<file path="config.mk">
export PLATFORM = sky130hd
export DESIGN_NAME = rf_sb_bank
export DESIGN_NICKNAME = d
export VERILOG_FILES = /design/src/rtl/rf_pkg.sv /design/src/rtl/rf_scoreboard.sv /design/src/rtl/rf_sb_bank.sv
export SDC_FILE = /design/constraint.sdc
export NUM_CORES = 2
export LEC_CHECK = 0
export BUFFER_PORTS_ARGS = -buffer_cell sky130_fd_sc_hd__buf_2
export CORE_UTILIZATION = 50
export DETAILED_ROUTE_END_ITERATION = 10
export GPL_ROUTABILITY_DRIVEN = 1
export GPL_TIMING_DRIVEN = 0
export PLACE_DENSITY = 0.67
export SETUP_SLACK_MARGIN = 0.2
export SLEW_MARGIN = 20
export SYNTH_ARGS = -nofsm -noshare
export SYNTH_HDL_FRONTEND = slang
export SYNTH_SLANG_ARGS = --single-unit
</file>
<file path="constraint.sdc">
create_clock -name clk -period 45.4 [get_ports clk]
set_clock_uncertainty 0.2 [all_clocks]
set_input_delay 2.27 -clock clk [delete_from_list [all_inputs] [get_ports clk]]
set_output_delay 2.27 -clock clk [all_outputs]
set_load 0.02 [all_outputs]
</file>
<file path="src/rtl/rf_pkg.sv">
// Shared constants and helpers for the integer register file with scoreboard.
//   RF_DATA_W  default register width
//   RF_ADDR_W  default address width
//   RF_ZERO    index of the register that can be hardwired to zero
//   rf_onehot  address -> one-hot register select for the default geometry
package rf_pkg;

  localparam int RF_DATA_W = 32;
  localparam int RF_ADDR_W = 5;
  localparam int RF_ZERO   = 0;
  localparam int RF_DEPTH  = 1 << RF_ADDR_W;

  function automatic logic [RF_DEPTH-1:0] rf_onehot(input logic [RF_ADDR_W-1:0] addr);
    logic [RF_DEPTH-1:0] v;
    v       = '0;
    v[addr] = 1'b1;
    return v;
  endfunction

endpackage

</file>
<file path="src/rtl/rf_scoreboard.sv">
// Per-register busy bits tracking in-flight producers, plus per-port hazard flags.
// Ports:
//   clk, rst            clock, asynchronous active-high reset
//   iss_en, iss_addr    issuing instruction marks its destination busy
//   wb_clr, wb_addr     writeback retires the producer of wb_addr
//   flush               clears every busy bit
//   rd_addr             NRD packed read addresses
//   rd_busy             NRD per-port "operand not yet available"
module rf_scoreboard
  import rf_pkg::*;
#(
  parameter int ADDR_W   = RF_ADDR_W,
  parameter int NRD      = 2,
  parameter bit ZERO_REG = 1'b1
) (
  input  logic                  clk,
  input  logic                  rst,
  input  logic                  iss_en,
  input  logic [ADDR_W-1:0]     iss_addr,
  input  logic                  wb_clr,
  input  logic [ADDR_W-1:0]     wb_addr,
  input  logic                  flush,
  input  logic [NRD*ADDR_W-1:0] rd_addr,
  output logic [NRD-1:0]        rd_busy
);

  localparam int DEPTH = 1 << ADDR_W;

  logic [DEPTH-1:0] iss_dec;
  logic [DEPTH-1:0] wb_dec;
  logic [DEPTH-1:0] busy_d;
  logic [DEPTH-1:0] busy_q;

  generate
    if (ADDR_W == RF_ADDR_W) begin : g_pkg_dec
      assign iss_dec = rf_onehot(iss_addr);
      assign wb_dec  = rf_onehot(wb_addr);
    end else begin : g_cmp_dec
      for (genvar gi = 0; gi < DEPTH; gi++) begin : g_bit
        assign iss_dec[gi] = (iss_addr == ADDR_W'(gi));
        assign wb_dec[gi]  = (wb_addr == ADDR_W'(gi));
      end
    end
  endgenerate

  // Priority per register: flush, then issue (a new producer outranks the
  // retiring one on the same register), then writeback clear, else hold.
  always_comb begin
    busy_d = busy_q;
    if (flush) begin
      busy_d = '0;
    end else begin
      for (int r = 0; r < DEPTH; r++) begin
        if (iss_en && iss_dec[r]) begin
          busy_d[r] = 1'b1;
        end else if (wb_clr && wb_dec[r]) begin
          busy_d[r] = 1'b0;
        end
      end
    end
    if (ZERO_REG) begin
      busy_d[RF_ZERO] = 1'b0;
    end
  end

  always_ff @(posedge clk or posedge rst) begin
    if (rst) begin
      busy_q <= '0;
    end else begin
      busy_q <= busy_d;
    end
  end

  // A writeback retiring the same register this cycle resolves the hazard;
  // the bypass in the top level supplies the value. iss_en is deliberately
  // absent here so issue only affects the following cycle.
  generate
    for (genvar gi = 0; gi < NRD; gi++) begin : g_port
      logic [ADDR_W-1:0] a;
      logic              is_zero;
      assign a       = rd_addr[gi*ADDR_W +: ADDR_W];
      assign is_zero = ZERO_REG && (a == ADDR_W'(RF_ZERO));
      assign rd_busy[gi] = busy_q[a] & ~(wb_clr && (a == wb_addr)) & ~is_zero;
    end
  endgenerate

endmodule

</file>
<file path="src/rtl/rf_sb_bank.sv">
// Integer register file for the ID stage: NRD combinational read ports with
// write-first bypass, one write port from WB, and a busy-bit scoreboard that
// raises stall when an enabled operand is still being produced.
// Ports:
//   clk, rst                     clock, asynchronous active-high reset
//   rd_en, rd_addr               per-port read valid and packed addresses
//   rd_data, rd_busy             packed read data and per-port hazard flag
//   stall                        any enabled port reading a busy register
//   wb_en, wb_addr, wb_data      register write
//   wb_clr                       writeback retires busy[wb_addr]
//   iss_en, iss_addr             issuing instruction sets busy[iss_addr]
//   flush                        clears all busy bits
module rf_sb_bank
  import rf_pkg::*;
#(
  parameter int DATA_W   = RF_DATA_W,
  parameter int ADDR_W   = RF_ADDR_W,
  parameter int NRD      = 2,
  parameter bit ZERO_REG = 1'b1
) (
  input  logic                  clk,
  input  logic                  rst,
  input  logic [NRD-1:0]        rd_en,
  input  logic [NRD*ADDR_W-1:0] rd_addr,
  output logic [NRD*DATA_W-1:0] rd_data,
  output logic [NRD-1:0]        rd_busy,
  output logic                  stall,
  input  logic                  wb_en,
  input  logic [ADDR_W-1:0]     wb_addr,
  input  logic [DATA_W-1:0]     wb_data,
  input  logic                  wb_clr,
  input  logic                  iss_en,
  input  logic [ADDR_W-1:0]     iss_addr,
  input  logic                  flush
);

  localparam int DEPTH = 1 << ADDR_W;

  logic [DATA_W-1:0] rf_q [DEPTH];
  logic [DATA_W-1:0] rf_d [DEPTH];
  logic [DEPTH-1:0]  wb_dec;
  logic              wr_ok;

  generate
    if (ADDR_W == RF_ADDR_W) begin : g_pkg_dec
      assign wb_dec = rf_onehot(wb_addr);
    end else begin : g_cmp_dec
      for (genvar gi = 0; gi < DEPTH; gi++) begin : g_bit
        assign wb_dec[gi] = (wb_addr == ADDR_W'(gi));
      end
    end
  endgenerate

  // Writes to the hardwired zero register are dropped so it stays 0 in storage.
  assign wr_ok = wb_en && !(ZERO_REG && (wb_addr == ADDR_W'(RF_ZERO)));

  always_comb begin
    for (int r = 0; r < DEPTH; r++) begin
      rf_d[r] = (wr_ok && wb_dec[r]) ? wb_data : rf_q[r];
    end
  end

  // Flop array rather than block RAM: reads are asynchronous and reset must
  // clear every entry at once.
  always_ff @(posedge clk or posedge rst) begin
    if (rst) begin
      for (int r = 0; r < DEPTH; r++) begin
        rf_q[r] <= '0;
      end
    end else begin
      rf_q <= rf_d;
    end
  end

  // The bypass is gated by rst so a write presented during reset cannot leak
  // onto the read ports.
  generate
    for (genvar gi = 0; gi < NRD; gi++) begin : g_rd
      logic [ADDR_W-1:0] a;
      logic              is_zero;
      assign a       = rd_addr[gi*ADDR_W +: ADDR_W];
      assign is_zero = ZERO_REG && (a == ADDR_W'(RF_ZERO));
      assign rd_data[gi*DATA_W +: DATA_W] =
          (rst || is_zero)           ? '0      :
          (wb_en && (a == wb_addr))  ? wb_data :
                                       rf_q[a];
    end
  endgenerate

  rf_scoreboard #(
    .ADDR_W   (ADDR_W),
    .NRD      (NRD),
    .ZERO_REG (ZERO_REG)
  ) u_sb (
    .clk      (clk),
    .rst      (rst),
    .iss_en   (iss_en),
    .iss_addr (iss_addr),
    .wb_clr   (wb_clr),
    .wb_addr  (wb_addr),
    .flush    (flush),
    .rd_addr  (rd_addr),
    .rd_busy  (rd_busy)
  );

  assign stall = |(rd_en & rd_busy);

endmodule

</file>
After elaboration in Yosys (flattened, before gate mapping)
Index checks and enable logic that the tools add are counted.
Cells by class
  $lt $le $gt $ge: 8
  equal/unequal tests: 2
  multiplexer cells: 82
  bitwise logic cells: 11
  reductions and logical operators: 140
Operators by type and width (number)
  $bmux W32 S5: 2
  $mux W32: 9
  $logic_and A1 B1 Y1: 102
  $reduce_bool A3 Y1: 31
  $mux W1: 67
  $lt A5 B6 Y1 const B: 4
  $logic_not A5 Y1: 3
  $ge A6 B6 Y1 const B: 2
  $not A5 Y6: 2
  $bmux W1 S5: 2
  $demux W1 S5: 2
  $eq A5 B5 Y1: 2
  $ge A5 B1 Y1 const B: 2
  $and A1 B1 Y1: 4
  $not A1 Y1: 4
  $and A2 B2 Y2: 1
  $logic_or A1 B1 Y1: 2
  $reduce_or A2 Y1: 1
  $logic_not A1 Y1: 1
Word-level totals
  bits in registers: 1055
  input bits: 60
  output and inout bits: 67
  word-level logic and storage cells: 306

Longest topological paths before layout
  depth after elaboration: 8
  depth in mapped cells: 9
  gate-level depth less buffers: 5

Modules after synthesis
From an unflattened synthesis, not the netlist that was laid out.
Unflattened totals
  cell total of the unflattened synthesis: 4157
  area total of the unflattened synthesis: 57164.8 µm²
Modules (own cells, without submodules)
  rf_sb_bank: instances 1, cells each 3931, area each 55036.5 µm²
  rf_scoreboard: instances 1, cells each 226, area each 2128.3 µm²

Worst setup path before layout
Ideal clock, no wire load.
  kind: input-to-output
  start: input port rst
  end: output port rd_data[11]
  arrival: 29.193 ns
  setup slack: 13.737 ns
  stages on the path: 4
  buffers on the path: 1
  path through: inv_1 o211ai_1 buf_2 o221ai_1
On the way
  cells in the longest elaborated chain, start to end: 2
Ends and longest elaborated chain
  start: declaration: line rf_sb_bank.sv:22  | input logic rst,
  $logic_or A1 B1 Y1: line rf_sb_bank.sv:84  | (rst || is_zero) ? '0 :
  $mux W32: line rf_sb_bank.sv:84
  end: declaration: line rf_sb_bank.sv:25  | output logic [NRD*DATA_W-1:0] rd_data,
Every way passes these cells.

Worst setup path in the final report
  start: input port rst
  end: output port rd_data[10]
Same word-level chain as after synthesis.

==> results.tsv <==
stage	metric	value	unit
clock_network	number of H-tree levels	3	
synthesis	post-synthesis cell type count	65	
die	Rows	124	
clock_network	worst-skew pair later-pin latency	0.77	ns
worst_setup_path	CP startpoint kind	input pin	
worst_setup_path	WP data arrival	7.28	ns
min_path	Hold Path Class	flop to flop	
min_path	Hold Path Stages	1	
power_and_ir_drop	pwr dens	45.3	nW/µm²
clock_network	CTS root buf	clkbuf_16	
routing	Via Count	48100	
worst_setup_path	CP Max Fanout	94	
die	IO Count	127	
routing	routed wire length	306	mm
worst_setup_path	Crit-path slowest cell	o31a_1	
worst_setup_path	crit path cell chain	buf_2 > inv_8 > buf_16 > buf_16 > buf_16 > o31a_1 > o211ai_2 > buf_2 > nor3_1 > a211o_1 > buf_2	
sta	RSZ-0062 raised after global routing	false	
synthesis	Synth Warn #	0	
final_layout	final net count	4542	
sta	Rel. slew slack	0.0271	
power_and_ir_drop	VDD IR max	0.0358	mV
power_and_ir_drop	total power	2.96	mW
global_routing	GRT overflow	0	
sta	Final TNS setup	0	ns
routing	WL per Instance	49.8	µm
sta	Slew @ Worst Pin	1.45	ns
run	maxcap violations	0	
sta	Setup-failing EPs final	0	
final_layout	Finished Layout Cells	6144	
synthesis	register area share after synthesis	0.457	
worst_setup_path	WP buf/inv	7	
clock_network	Num CTS Buffers	116	
synthesis	top post-synthesis cells by count	mux2_2, dfrtp_1, mux4_2, mux2i_1, clkbuf_1	
outcome	status	complete, no violations	
global_routing	first-pass GRT wire length	401	mm
sta	count of pins over their slew limit	0	
synthesis	ys async rst share	1.00	
die	die height	342	µm
synthesis	top_reg_cell synth	dfrtp_1	
routing	DRC viols	0	
routing	DRT iter0 DRCs	8228	
synthesis	number of synthesized register bits	1055	
clock_network	CTS resizes	0	
clock_network	Sink Count	1055	
synthesis	cell count after synthesis	4211	
power_and_ir_drop	Pleak	28.9	nW
place	Detailed Place HPWL	202	mm
worst_setup_path	Worst Reg2Reg Path Length in Cells	1	
place	placer congestion estimate	1.06	
die	Die X	342	µm
sta	Final Hold Viols	0	
clock_network	CTS Hold Bufs	0	
sta	Final min period	9.75	ns
die	Initial Utilization	0.505	
place	placed cells	5876	
final_layout	fin util	0.572	
synthesis	leading area contributor after synthesis	dfrtp_1	
global_routing	vias in the first global route	44500	
synthesis	Synth Area per Inst	13.7	µm²
global_routing	initial antenna violation count	43	
sta	fmax	0.103	GHz
worst_setup_path	element type at the critical path end	output pin	
die	core area	114000	µm²
clock_network	CTS tree	yes	
die	die footprint	117000	µm²
sta	Hold WS	0.281	ns
routing	Antenna Nets Post-Route	0	
routing	Pre-antenna DRT Iters	9	
clock_network	post-CTS setup buffer count	0	
global_routing	largest net degree at the start of global routing	102	
routing	DR vias/cell	7.83	
synthesis	Synth area leaders	dfrtp_1, mux2_2, mux4_2, mux2i_1, clkbuf_1	
clock_network	Max clock buf depth	3	
synthesis	Post-synth EDFFs	0	
place	IO Port Bufs	121	
worst_setup_path	CP top delay family	buffers and inverters	
final_layout	area growth from synthesis to layout	13.3	%
worst_setup_path	Max stage delay on crit path	1.04	ns
sta	period utilization	0.215	
synthesis	area share of the largest cell type after synthesis	0.457	
synthesis	Mapped Nets	4271	
final_layout	layout cell share with drive strength beyond 1	0.467	
worst_setup_path	Levels on crit path	11	
global_routing	GR Util All Layers	0.522	
clock_network	Reg clk slew, reported paths	0.05	ns
worst_setup_path	Crit path required time	42.93	ns
synthesis	Synth Cell Area	57700	µm²
worst_setup_path	crit path kind	input pin to output pin	
synthesis	count leader, synth	mux2_2	
final cells by class:
class                           instances  area (µm²)
Multi-Input combinational cell       2686       29100
Sequential cell                      1055       26400
Inverter                                8        37.5
Antenna cell                           51         128
Clock buffer                          164        3360
Clock inverter                         53         808
Fill cell                            9339       48900
Timing Repair Buffer                  153        1340
Buffer                                462        2350
Tap cell                             1512        1890
where the power goes:
part           internal [mW]  switching [mW]
Combinational          0.324           0.329
Clock                  0.627           0.435
Sequential              1.11           0.136
Total                   2.06           0.900
kinds of logic after synthesis:
logic type	Yosys count	synth area share
DFF	1055	0.457
buffers and inverters	470	0.0395
xor gates and xnor gates	10	0.00152
and+or+nand+nor	458	0.0405
AOI/OAI and AO/OA	499	0.0589
muxes	1719	0.402
stage by stage:
step	setup WS (ns)	instance area, µm²
after floorplan	13.18	57700
after global placement	-12.54	60200
after detailed placement	35.95	61100
after CTS	35.94	65300
after global routing	35.73	65300
final	35.65	65400
worst paths after layout:
path	start	to	slack [ns]
worst max-delay path	rst	rd_data[10]	35.65
worst min register to register	rf_q[1010]	rf_q[1010]	0.28
max in group asynchronous	rst	rf_q[198]	41.86
min in group asynchronous	rst	rf_q[509]	1.41
worst max register to register	rf_q[175]	rf_q[175]	44.29
worst min-delay path	rf_q[1010]	rf_q[1010]	0.28
per-layer routing:
layer,share of wire,track usage
met5,0.0014,0.0159
met4,0.10,0.427
met3,0.17,0.307
met2,0.39,0.664
met1,0.34,0.624
placed cells by master (no fill, tap or decap), drive strengths merged, types with 35 or more instances in the layout:
cell type	n
mux4	360
a22oi	35
a221oi	47
mux2i	235
nand2	113
o22ai	101
diode	51
nor3	58
a21oi	78
dfrtp	1055
a211oi	58
mux2	1124
nor4	38
o21ai	85
nor2	95
nor2b	38
buf	411
clkbuf	368
flip-flops by register name, summed over array words and instances, names as in the netlist:
name and flops:
u_sb.busy_q 31, rf_q 1024
Power figures use the tool's default switching activity.
